===== src/rtl/tmds_decoder.sv =====
// TMDS channel receiver: aligns the deserialized 10-bit stream, then decodes control tokens and pixel data.
// Define TMDS_ERR_COUNT_EN to add the saturating lock-loss counter output err_count.
module tmds_decoder #(
  parameter int LOCK_RUN = 8,
  parameter int TIMEOUT  = 2048
) (
  input  logic       clk_pixel,
  input  logic       reset,
  input  logic [9:0] raw,
  output logic [7:0] data,
  output logic [1:0] c,
  output logic       de,
  output logic       locked,
  output logic [3:0] slip_pos
`ifdef TMDS_ERR_COUNT_EN
  ,
  output logic [15:0] err_count
`endif
);

  typedef enum logic {
    HUNT   = 1'b0,
    LOCKED = 1'b1
  } state_t;

  localparam logic [7:0]  RUN_MAX  = 8'(LOCK_RUN);
  localparam logic [15:0] IDLE_MAX = 16'(TIMEOUT - 1);

  // Returns {is_token, c1, c0} for the four control symbols.
  function automatic logic [2:0] tok_decode(input logic [9:0] sym);
    logic [2:0] r;
    case (sym)
      10'b1101010100: r = 3'b100;
      10'b0010101011: r = 3'b101;
      10'b0101010100: r = 3'b110;
      10'b1010101011: r = 3'b111;
      default:        r = 3'b000;
    endcase
    return r;
  endfunction

  function automatic logic [7:0] data_decode(input logic [9:0] sym);
    logic [7:0] d;
    logic [7:0] o;
    d    = sym[9] ? ~sym[7:0] : sym[7:0];
    o[0] = d[0];
    for (int i = 1; i < 8; i++) begin
      o[i] = sym[8] ? (d[i] ^ d[i-1]) : ~(d[i] ^ d[i-1]);
    end
    return o;
  endfunction

  state_t      state_r, state_next;
  logic [3:0]  slip_r, slip_next;
  logic [7:0]  run_r, run_next;
  logic [15:0] idle_r, idle_next;
  logic [9:0]  raw_prev_r;
  logic [9:0]  s1_r;
  logic [7:0]  data_r, data_next;
  logic [1:0]  c_r, c_next;
  logic        de_r, de_next;
  logic        lost_s;
  logic [19:0] w_s;
  logic [9:0]  a_s;
  logic [2:0]  tok_a_s;
  logic [2:0]  tok_s1_s;

  assign w_s      = {raw, raw_prev_r};
  assign a_s      = w_s[slip_r +: 10];
  assign tok_a_s  = tok_decode(a_s);
  assign tok_s1_s = tok_decode(s1_r);

  // Alignment FSM: a token takes priority over the idle timeout, which slips the window by one bit.
  always_comb begin
    state_next = state_r;
    slip_next  = slip_r;
    run_next   = run_r;
    idle_next  = idle_r;
    lost_s     = 1'b0;
    if (tok_a_s[2]) begin
      idle_next = 16'd0;
      if (run_r != RUN_MAX) begin
        run_next = run_r + 8'd1;
      end else begin
        run_next = run_r;
      end
      if ((state_r == HUNT) && (run_next == RUN_MAX)) begin
        state_next = LOCKED;
      end else begin
        state_next = state_r;
      end
    end else if (idle_r == IDLE_MAX) begin
      slip_next  = (slip_r == 4'd9) ? 4'd0 : slip_r + 4'd1;
      run_next   = 8'd0;
      idle_next  = 16'd0;
      state_next = HUNT;
      lost_s     = (state_r == LOCKED);
    end else begin
      run_next  = 8'd0;
      idle_next = idle_r + 16'd1;
    end
  end

  // Stage-2 output selection; gated by the state being entered so locked and de stay coherent.
  always_comb begin
    data_next = 8'd0;
    c_next    = 2'b00;
    de_next   = 1'b0;
    case (state_next)
      LOCKED: begin
        if (tok_s1_s[2]) begin
          c_next = tok_s1_s[1:0];
        end else begin
          de_next   = 1'b1;
          data_next = data_decode(s1_r);
          c_next    = c_r;
        end
      end
      HUNT: begin
        c_next = 2'b00;
      end
      default: begin
        c_next = 2'b00;
      end
    endcase
  end

  // State, counters, pipeline stages and registered outputs.
  always_ff @(posedge clk_pixel) begin
    if (reset) begin
      state_r    <= HUNT;
      slip_r     <= 4'd0;
      run_r      <= 8'd0;
      idle_r     <= 16'd0;
      raw_prev_r <= 10'd0;
      s1_r       <= 10'd0;
      data_r     <= 8'd0;
      c_r        <= 2'b00;
      de_r       <= 1'b0;
    end else begin
      state_r    <= state_next;
      slip_r     <= slip_next;
      run_r      <= run_next;
      idle_r     <= idle_next;
      raw_prev_r <= raw;
      s1_r       <= a_s;
      data_r     <= data_next;
      c_r        <= c_next;
      de_r       <= de_next;
    end
  end

`ifdef TMDS_ERR_COUNT_EN
  logic [15:0] err_r;

  // Saturating count of LOCKED to HUNT transitions.
  always_ff @(posedge clk_pixel) begin
    if (reset) begin
      err_r <= 16'd0;
    end else if (lost_s && (err_r != 16'hFFFF)) begin
      err_r <= err_r + 16'd1;
    end else begin
      err_r <= err_r;
    end
  end

  assign err_count = err_r;
`else
  logic unused_lost_s;
  assign unused_lost_s = lost_s;
`endif

  assign data     = data_r;
  assign c        = c_r;
  assign de       = de_r;
  assign locked   = (state_r == LOCKED);
  assign slip_pos = slip_r;

endmodule

===== config.mk =====
export PLATFORM = sky130hd
export DESIGN_NAME = tmds_decoder
export DESIGN_NICKNAME = d
export VERILOG_FILES = /design/src/rtl/tmds_decoder.sv
export SDC_FILE = /design/constraint.sdc
export NUM_CORES = 1
export LEC_CHECK = 0
export BUFFER_PORTS_ARGS = -buffer_cell sky130_fd_sc_hd__buf_2
export CAP_MARGIN = 0
export CORE_MARGIN = 4
export CORE_UTILIZATION = 45
export CTS_CLUSTER_SIZE = 28
export DETAILED_ROUTE_END_ITERATION = 8
export GPL_TIMING_DRIVEN = 0
export SLEW_MARGIN = 5
export SYNTH_ARGS = -nofsm -noshare
export SYNTH_HDL_FRONTEND = slang
export SYNTH_SLANG_ARGS = --single-unit

===== constraint.sdc =====
create_clock -name clk_pixel -period 4.2 [get_ports clk_pixel]
set_input_delay 0 -clock clk_pixel [delete_from_list [all_inputs] [get_ports clk_pixel]]
set_output_delay 0 -clock clk_pixel [all_outputs]
set_load 0.1 [all_outputs]

==> qor.yml, run 1 <==
run_status:
  outcome: "finished, final reports clean"
drt:
  drt_iter0_drc: 118
  drt_pass1_iterations: 4
  vias: 2849
  antenna_left: 0
  vias_per_cell: 5.36
  wire_per_inst_um: 14.7
  route.detailed.drc: 0
  routed_wirelength_um: 7820
clocking:
  cts_buffers: 9
  root_buffer: "clkbuf_8"
  cts_setup_buffers: 0
  tritoncts: "yes"
  cts_buffer_depth: 2
  path_clk_slew_ns: 0.06
  htree_levels: 3
  clkLatencyLatePin_ns: 0.35
  cts.sinks: 60
critical_path:
  cp.arrival_ns: 3.56
  critical_path.max_stage_delay_ns: 0.58
  critPathRequiredTime_ns: 4.45
  critPathMaxFanout: 10
  crit_top_cell: "buf_6"
  crit_path_cell_trace: "buf_4 > buf_6 > mux2_2 > a221oi_1 > a22o_1 > o22ai_1 > nand3b_1 > a2111oi_4 > o21ai_2 > buf_6 > nor4_2"
  startpoint_type: "register"
  slowest_stage: "a221oi_1"
  cp-end-kind: "register"
  path_class: "register to register"
logic_synthesis:
  syn_nets: 397
  synthCells: 374
  synth_area_mm2: 0.00355
  synth_edf_count: 0
  yosysMostFrequentCell: "dfxtp_1"
  ys_ff_latch: 60
  synth_top_area_cell: "dfxtp_1"
  synth_top_area_share: 0.338
  synth_area_leaders: "dfxtp_1 34%, mux4_2 8.2%, nor2_1 4.9%, xnor2_1 4.4%, ha_1 3.9%"
  ys_seq_area_frac: 0.338
  async_flop_share: 0
  synth_warnings: 0
  synth_ff_type: "dfxtp_1"
  synth_cell_types: 56
  synth_commonest_cells: "60 x dfxtp_1, 46 x nor2_1, 20 x nand2_1"
  syn_avg_cell_area_um2: 9.50
floorplanning:
  rows: 32
  die_w_um: 96.9
  chipHeight_um: 96.9
  dieArea_mm2: 0.00938
  coreArea_mm2: 0.00769
  io_pins: 28
  start_util: 0.462
layout:
  utilization: 0.542
  syn_to_final_growth_pct: 17.3
  nets: 448
  antenna_cells: 0
  drive_gt1_frac: 0.226
grt:
  grt_usage: 0.176
  grt_pass1_vias: 2808
  grt_pass1_wl_um: 13500
  antenna_found_initial: 0
  grt_max_degree: 11
  overflow: 0
timing:
  rsz0062_at_grt: "no"
  maxSlewHeadroom: 0.560
  worst_slew_pin_slew_ns: 0.661
  slew_viol_final: 0
  post-route-period-util: 0.788
  setup_viol: 0
  hold_violations: 0
  fmax_mhz: 302
  finClkSkew_ns: 0.0120
  min_period_ns: 3.31
  setup_tns_ns: 0
power_and_ir_drop:
  p_per_area_mw_per_mm2: 304
  vdd_ir_drop_max_uv: 126
  leakagePower_nw: 1.66
placed_design:
  place_congestion: 0.896
  dp_hpwl_um: 5600
  portBuffers: 27
hold_path:
  hold_class: "primary input to register"
job:
  max-cap-violations: 0
[sequential cells by signal (all words and copies together), names as in the netlist]
register,cells
s1_r,10
de,1
c,2
idle_r,16
data,8
slip_pos,4
raw_prev_r,10
run_r,8
locked,1
[layout make-up]
type / instances / area, um2
Tap cell: 102 / 128
Sequential cell: 60 / 1200
Multi-Input combinational cell: 274 / 2150
Buffer: 21 / 134
Fill cell: 715 / 3520
Clock buffer: 13 / 179
Timing Repair Buffer: 40 / 265
Inverter: 19 / 71.3
Clock inverter: 3 / 42.5
[layer usage]
layer	vias up	track usage	share of wire
li1	1425	-	-
met1	1346	0.231	0.47
met2	64	0.276	0.47
met3	14	0.0433	0.045
met4	0	0.0745	0.021
met5	-	0	0
[critical path: cells and delay by family, from the launching register on]
| kind | cells | cell delay, ns |
|---|---|---|
| and+or+nand+nor | 2 | 0.57 |
| muxes | 1 | 0.35 |
| DFF | 1 | 0.34 |
| AOI/OAI and AO/OA | 5 | 1.42 |
| buffers and inverters | 3 | 0.53 |
[placed cells by master (no fill, tap or decap), drive strengths merged, types with 13 or more instances in the layout]
master       netlist  routed
inv               18      18
dlygate4sd3        0      13
clkbuf            12      25
xor2              15      15
xnor2             18      18
nand3             16      16
dfxtp             60      60
nor2b             16      16
nand2             20      20
nor2              46      46
buf                9      36
mux4              13      13
mux2              15      15
[path summary, 6_finish.rpt]
path,startpoint,to,slack [ns],depth (start not counted)
hold reg to reg,idle_r[0],idle_r[0],0.45,1
hold / removal,reset,s1_r[0],0.13,3
setup reg to reg,slip_pos[0],data[2],0.89,11
setup / recovery,slip_pos[0],data[2],0.89,11
[metrics by stage]
step / cells / hold slack (ns) / total power [mW] / instance area (um2) / setup WS [ns]
detailed placement: 503 / 0.255 / 0.695 / 3820 / 0.928
floorplan: 374 / 0.0716 / 0.667 / 3550 / 0.668
global route: 532 / 0.173 / 1.32 / 4170 / 0.625
global placement: 503 / 0.252 / 0.694 / 3820 / 0.997
finish: 532 / 0.131 / 1.27 / 4170 / 0.890
CTS: 532 / 0.124 / 1.28 / 4170 / 0.895
[power breakdown]
group | switching, mW | total, mW | internal (mW)
Combinational | 0.0493 | 0.103 | 0.0535
Sequential | 0.00984 | 0.590 | 0.580
Clock | 0.235 | 0.573 | 0.338
[repair_timing]
action / 4_1_cts / 5_1_grt
hold endpoints to repair: 10 / 0
hold buffers: 13 / 0
gates resized for setup: 0 / 0
[logic make-up after synthesis]
family,share of synthesized area
AOI/OAI and AO/OA,0.0877
xor gates and xnor gates,0.0813
adders and majority gates,0.0387
buffers and inverters,0.0577
DFF,0.338
muxes,0.168
and+or+nand+nor,0.229
(Power assumes the default switching activity.)
==> run 2, diff against run 1 <==
- clock period: 4.2 -> 3.18 ns (I/O delays scaled with it)
==> qor.yml, run 2 (same netlist as run 1, synthesis figures left out) <==
timing:
  slew_viol_final: 0  # unchanged
  finClkSkew_ns: 0.0103  # -0.00168 ns
  maxSlewHeadroom: 0.627  # +0.0676
  fmax_mhz: 333  # +10%
  hold_violations: 0  # unchanged
  worst_slack_ns: 0.179  # -0.711 ns
  setup_viol: 0  # unchanged
  setup_tns_ns: 0  # unchanged
  rsz0062_at_grt: "no"
  worst_slew_pin_slew_ns: 0.559  # -0.101 ns
  post-route-period-util: 0.944  # +0.156
  min_period_ns: 3.00  # -0.309 ns
critical_path:
  critPathMaxFanout: 10  # unchanged
  cp.arrival_ns: 3.26  # -0.30 ns
  crit_path_cell_trace: "buf_12 > mux2_1 > mux4_2 > o21ai_2 > nor3b_2 > nand3b_1 > a2111oi_4 > o21ai_2 > buf_6 > nor4_2"
  startpoint_type: "register"
  critical_path.max_stage_delay_ns: 0.48  # -0.10 ns
  slowest_stage: "mux4_2"
  crit_top_cell: "o21ai_2"
  critPathRequiredTime_ns: 3.44  # -1.01 ns
  cp-end-kind: "register"
  path_class: "register to register"
layout:
  largest_reg_flops: 16  # unchanged
  antenna_cells: 0  # unchanged
  multi_input_area_mm2: 0.00220  # +2.6%
  top_regs: "idle_r: 16 flops, raw_prev_r: 10 flops, s1_r: 10 flops"
  nets: 448  # unchanged
  post_layout_nonfiller_instances: 532  # unchanged
  drive_gt1_frac: 0.258  # +0.0326
  syn_to_final_growth_pct: 18.1
  mostFrequentLayoutCell: "dfxtp_1"
  fillers: 748  # +4.6%
  layout_common_cells: "56 x dfxtp_1, 46 x nor2_1, 29 x buf_2"
  regArea_mm2: 0.00121  # +0.83%
  top_register: "idle_r"
grt:
  grt_max_degree: 11  # unchanged
  grt_pass1_wl_um: 13300  # -1.5%
  grt_usage: 0.173  # -0.00282
  overflow: 0  # unchanged
  antenna_found_initial: 0  # unchanged
  grt_pass1_vias: 2775  # -1.2%
drt:
  vias: 2826  # -0.81%
  vias_per_cell: 5.31  # -0.81%
  antenna_left: 0  # unchanged
  drt_iter0_drc: 136  # +15%
  drt_pass1_iterations: 4  # unchanged
  wire_per_inst_um: 14.6  # -1.0%
  route.detailed.drc: 0  # unchanged
  routed_wirelength_um: 7740  # -1.0%
floorplanning:
  die_w_um: 96.9  # unchanged
  coreArea_mm2: 0.00769  # unchanged
  dieArea_mm2: 0.00938  # unchanged
  io_pins: 28  # unchanged
  start_util: 0.462  # unchanged
  chipHeight_um: 96.9  # unchanged
  rows: 32  # unchanged
hold_path:
  hold_class: "primary input to register"
placed_design:
  placed_cells: 503  # unchanged
  dp_slack_ns: 0.0433  # -0.884 ns
  place_congestion: 0.871  # -2.7%
  dp_hpwl_um: 5600  # about the same
  portBuffers: 27  # unchanged
clocking:
  cts_buffers: 9  # unchanged
  htree_levels: 3  # unchanged
  root_buffer: "clkbuf_8"
  cts.sinks: 60  # unchanged
  cts_buffer_depth: 2  # unchanged
  path_clk_slew_ns: 0.07  # about the same
  tritoncts: "yes"
  clkLatencyLatePin_ns: 0.34  # about the same
power_and_ir_drop:
  p_per_area_mw_per_mm2: 363  # +19%
  leakagePower_nw: 1.66  # about the same
  vdd_ir_drop_max_uv: 168  # +33%
job:
  max-cap-violations: 0  # unchanged
run_status:
  outcome: "finished, final reports clean"
## run 2: cell types whose count changed in the layout (fill, tap and decap cells not counted), sizes merged
cell	previous run	this run
clkbuf	25	22
buf	36	37
bufinv	1	0
clkinv	2	5
## run 2: per-stage QoR
step | instance area, um2 | hold WS, ns | total power, mW | util
after floorplan | 3560 | 0.0716 | 0.880 | -
after detailed placement | 3820 | 0.268 | 0.917 | 0.497
final | 4200 | 0.142 | 1.52 | 0.546
after CTS | 4120 | 0.128 | 1.54 | 0.536
after global placement | 3820 | 0.249 | 0.916 | 0.497
after global routing | 4200 | 0.167 | 1.59 | 0.546
## run 2: routing by layer
metal  up-vias  wire [um]  share of wire  global-route usage
met2        66       3580           0.46               0.265
met3        14        309          0.040              0.0332
li1       1412          -              -                   -
met1      1334       3680           0.48               0.236
met5         -          0              0                   0
met4         0        172          0.022              0.0810
## run 2: final timing paths
kind,startpoint,endpoint,slack (ns),cells past startpoint
hold / removal,reset,run_r[1],0.14,3
setup / recovery,slip_pos[1],data[5],0.18,10
setup reg to reg,slip_pos[1],data[5],0.18,10
hold reg to reg,idle_r[0],idle_r[0],0.45,1
## run 2: where the power goes
group | internal, mW | switching (mW) | leakage (nW)
Clock | 0.298 | 0.305 | 0.0889
Combinational | 0.0740 | 0.0683 | 1.08
Sequential | 0.765 | 0.0127 | 0.491
## run 2: timing repair
item | in CTS | in global routing
hold endpoints to repair | 10 | 0
gates resized for setup | 0 | 18
setup endpoints to repair | 0 | 25
setup buffers | 0 | 2
hold buffers | 13 | 0
## run 2: layout make-up
type | count | share of cell area
clock inverter | 5 | 0.00656
sequential | 60 | 0.289
inverter | 19 | 0.0170
clock buffer | 11 | 0.0337
tap | 102 | 0.0304
timing repair buffer | 42 | 0.0668
buffer | 19 | 0.0322
multi-input combinational | 274 | 0.525
## run 2: critical path: cells and delay by family (launching register included)
kind	cells	cell delay, ns
mux	2	0.83
compound gates	3	0.70
simple gates	3	0.67
flops	1	0.41
buf+inv	2	0.31
==> run 3, diff against run 2 <==
- CORE_ASPECT_RATIO: unset -> 1.4
- RECOVER_POWER: unset -> 25
- SLEW_MARGIN: 5 -> unset
==> qor.yml, run 3 (same netlist as run 1, synthesis figures left out) <==
layout:
  multi_input_area_mm2: 0.00222  # +1.0%
  top_regs: "idle_r: 16 flops, raw_prev_r: 10 flops, s1_r: 10 flops"
  top_register: "idle_r"
  regArea_mm2: 0.00121  # unchanged
  largest_reg_flops: 16  # unchanged
  mostFrequentLayoutCell: "dfxtp_1"
  fillers: 732  # -2.1%
  post_layout_nonfiller_instances: 529  # -0.56%
  drive_gt1_frac: 0.228  # -0.0297
  utilization: 0.550  # +0.00381
  syn_to_final_growth_pct: 19.2
  antenna_cells: 0  # unchanged
  layout_common_cells: "56 x dfxtp_1, 46 x nor2_1, 25 x clkbuf_1"
  nets: 447  # -0.22%
timing:
  slew_viol_final: 0  # unchanged
  post-route-period-util: 0.951  # +0.00712
  fmax_mhz: 331  # -0.75%
  worst_slack_ns: 0.156  # -0.0226 ns
  hold_violations: 0  # unchanged
  setup_viol: 0  # unchanged
  rsz0062_at_grt: "no"
  setup_tns_ns: 0  # unchanged
  min_period_ns: 3.02  # +0.0226 ns
  maxSlewHeadroom: 0.227  # -0.400
  worst_slew_pin_slew_ns: 1.16  # +0.605 ns
  finClkSkew_ns: 0.00499  # -0.00530 ns
placed_design:
  placed_cells: 501  # -0.40%
  place_congestion: 0.873  # +0.22%
  dp_hpwl_um: 5890  # +5.2%
  dp_slack_ns: -0.137  # -0.180 ns
  portBuffers: 27  # unchanged
power_and_ir_drop:
  p_int_mw: 1.30  # +14%
  power_frac_seq: 0.464  # -0.047
  finalPower_mw: 1.68  # +10%
  p_per_area_mw_per_mm2: 396  # +9.2%
  power_frac_comb: 0.084  # -0.009
  power_switching_uw: 378  # -1.9%
  leakagePower_nw: 1.61  # -3.2%
  netSwitchingFraction: 0.225  # -0.0279
  vdd_ir_drop_max_uv: 382  # +130%
  p_clk_frac: 0.452  # +0.056
hold_path:
  hold_class: "primary input to register"
grt:
  use_met1: 0.204  # -0.0319
  use_met2: 0.307  # +0.0419
  grt_pass1_vias: 2778  # +0.11%
  grtUsageMet3: 0.0262  # -0.00695
  grt_usage: 0.179  # +0.00570
  grt_pass1_wl_um: 13400  # +0.83%
  antenna_found_initial: 0  # unchanged
  grt_max_degree: 11  # unchanged
  overflow: 0  # unchanged
  grt.busiest_layer: "met2"
critical_path:
  path_class: "register to register"
  cp.arrival_ns: 3.29  # +0.03 ns
  cp-end-kind: "register"
  startpoint_type: "register"
  critPathRequiredTime_ns: 3.44  # about the same
  critPathMaxFanout: 10  # unchanged
floorplanning:
  io_pins: 28  # unchanged
  start_util: 0.461  # -0.000901
  rows: 38  # +19%
  dieArea_mm2: 0.00940  # +0.22%
  chipHeight_um: 113  # +17%
  coreArea_mm2: 0.00770  # +0.20%
  die_w_um: 83.1  # -14%
drt:
  antenna_left: 0  # unchanged
  vias_per_cell: 5.33  # +0.25%
  drt_pass1_iterations: 5  # +1
  route.detailed.drc: 0  # unchanged
  routed_wirelength_um: 7860  # +1.6%
  vias: 2817  # -0.32%
  drt_iter0_drc: 120  # -12%
  wire_per_inst_um: 14.9  # +2.2%
job:
  max-cap-violations: 0  # unchanged
clocking:
  path_clk_slew_ns: 0.06  # about the same
  cts_buffer_depth: 2  # unchanged
  cts_buffers: 9  # unchanged
  cts.sinks: 60  # unchanged
  clkLatencyLatePin_ns: 0.35  # about the same
  root_buffer: "clkbuf_8"
  htree_levels: 3  # unchanged
  tritoncts: "yes"
run_status:
  outcome: "finished, final reports clean"
-- run 3: path summary, 6_finish.rpt --
| path | slack, ns | to | depth (start not counted) | start |
|---|---|---|---|---|
| worst max register to register | 0.16 | data[5] | 10 | slip_pos[1] |
| worst min register to register | 0.47 | c[1] | 2 | c[1] |
| worst max-delay path | 0.16 | data[5] | 10 | slip_pos[1] |
| worst min-delay path | 0.37 | s1_r[5] | 5 | raw[6] |
-- run 3: final cells by class --
type | instances | area share
multi-input combinational | 274 | 0.525
sequential | 60 | 0.286
clock buffer | 12 | 0.0343
timing repair buffer | 41 | 0.0606
clock inverter | 4 | 0.0171
tap | 100 | 0.0296
inverter | 19 | 0.0168
buffer | 19 | 0.0301
-- run 3: worst max-delay path, stage by stage (launching register included) --
cell       delay, ns
dfxtp_4         0.39
buf_8           0.16
mux2_1          0.34
mux4_2          0.49
o21ai_2         0.17
nor3b_2         0.18
nand3b_1        0.24
a2111oi_4       0.43
o21ai_2         0.11
buf_6           0.16
nor4_2          0.25
-- run 3: per-stage QoR --
stage,hold WS (ns),area (um2)
CTS,0.343,4180
floorplan,0.0716,3560
detailed placement,0.264,3820
finish,0.369,4230
global route,0.406,4230
global placement,0.254,3820
-- run 3: routing by layer --
layer  vias to the layer above  wire (um)
li1                       1416          -
met1                      1308       3210
met2                        72       4020
met3                        21        300
met4                         0        340
met5                         -          0
-- run 3: timing repair --
| item | 4_1_cts | 5_1_grt |
|---|---|---|
| cloned | 0 | 0 |
| setup buffers | 0 | 1 |
| resized for setup | 3 | 15 |
| hold buffers | 13 | 0 |
| pin swaps | 0 | 5 |
| endpoints found under the setup margin | 18 | 24 |
| hold endpoints to repair | 10 | 0 |
-- run 3: power by group through the flow --
stage	combinational, mW	clock, mW	sequential, mW
after detailed placement	0.121	0	0.797
after global routing	0.155	0.813	0.781
final	0.140	0.759	0.779
after floorplan	0.0886	0	0.791
after global placement	0.120	0	0.796
after CTS	0.135	0.781	0.779
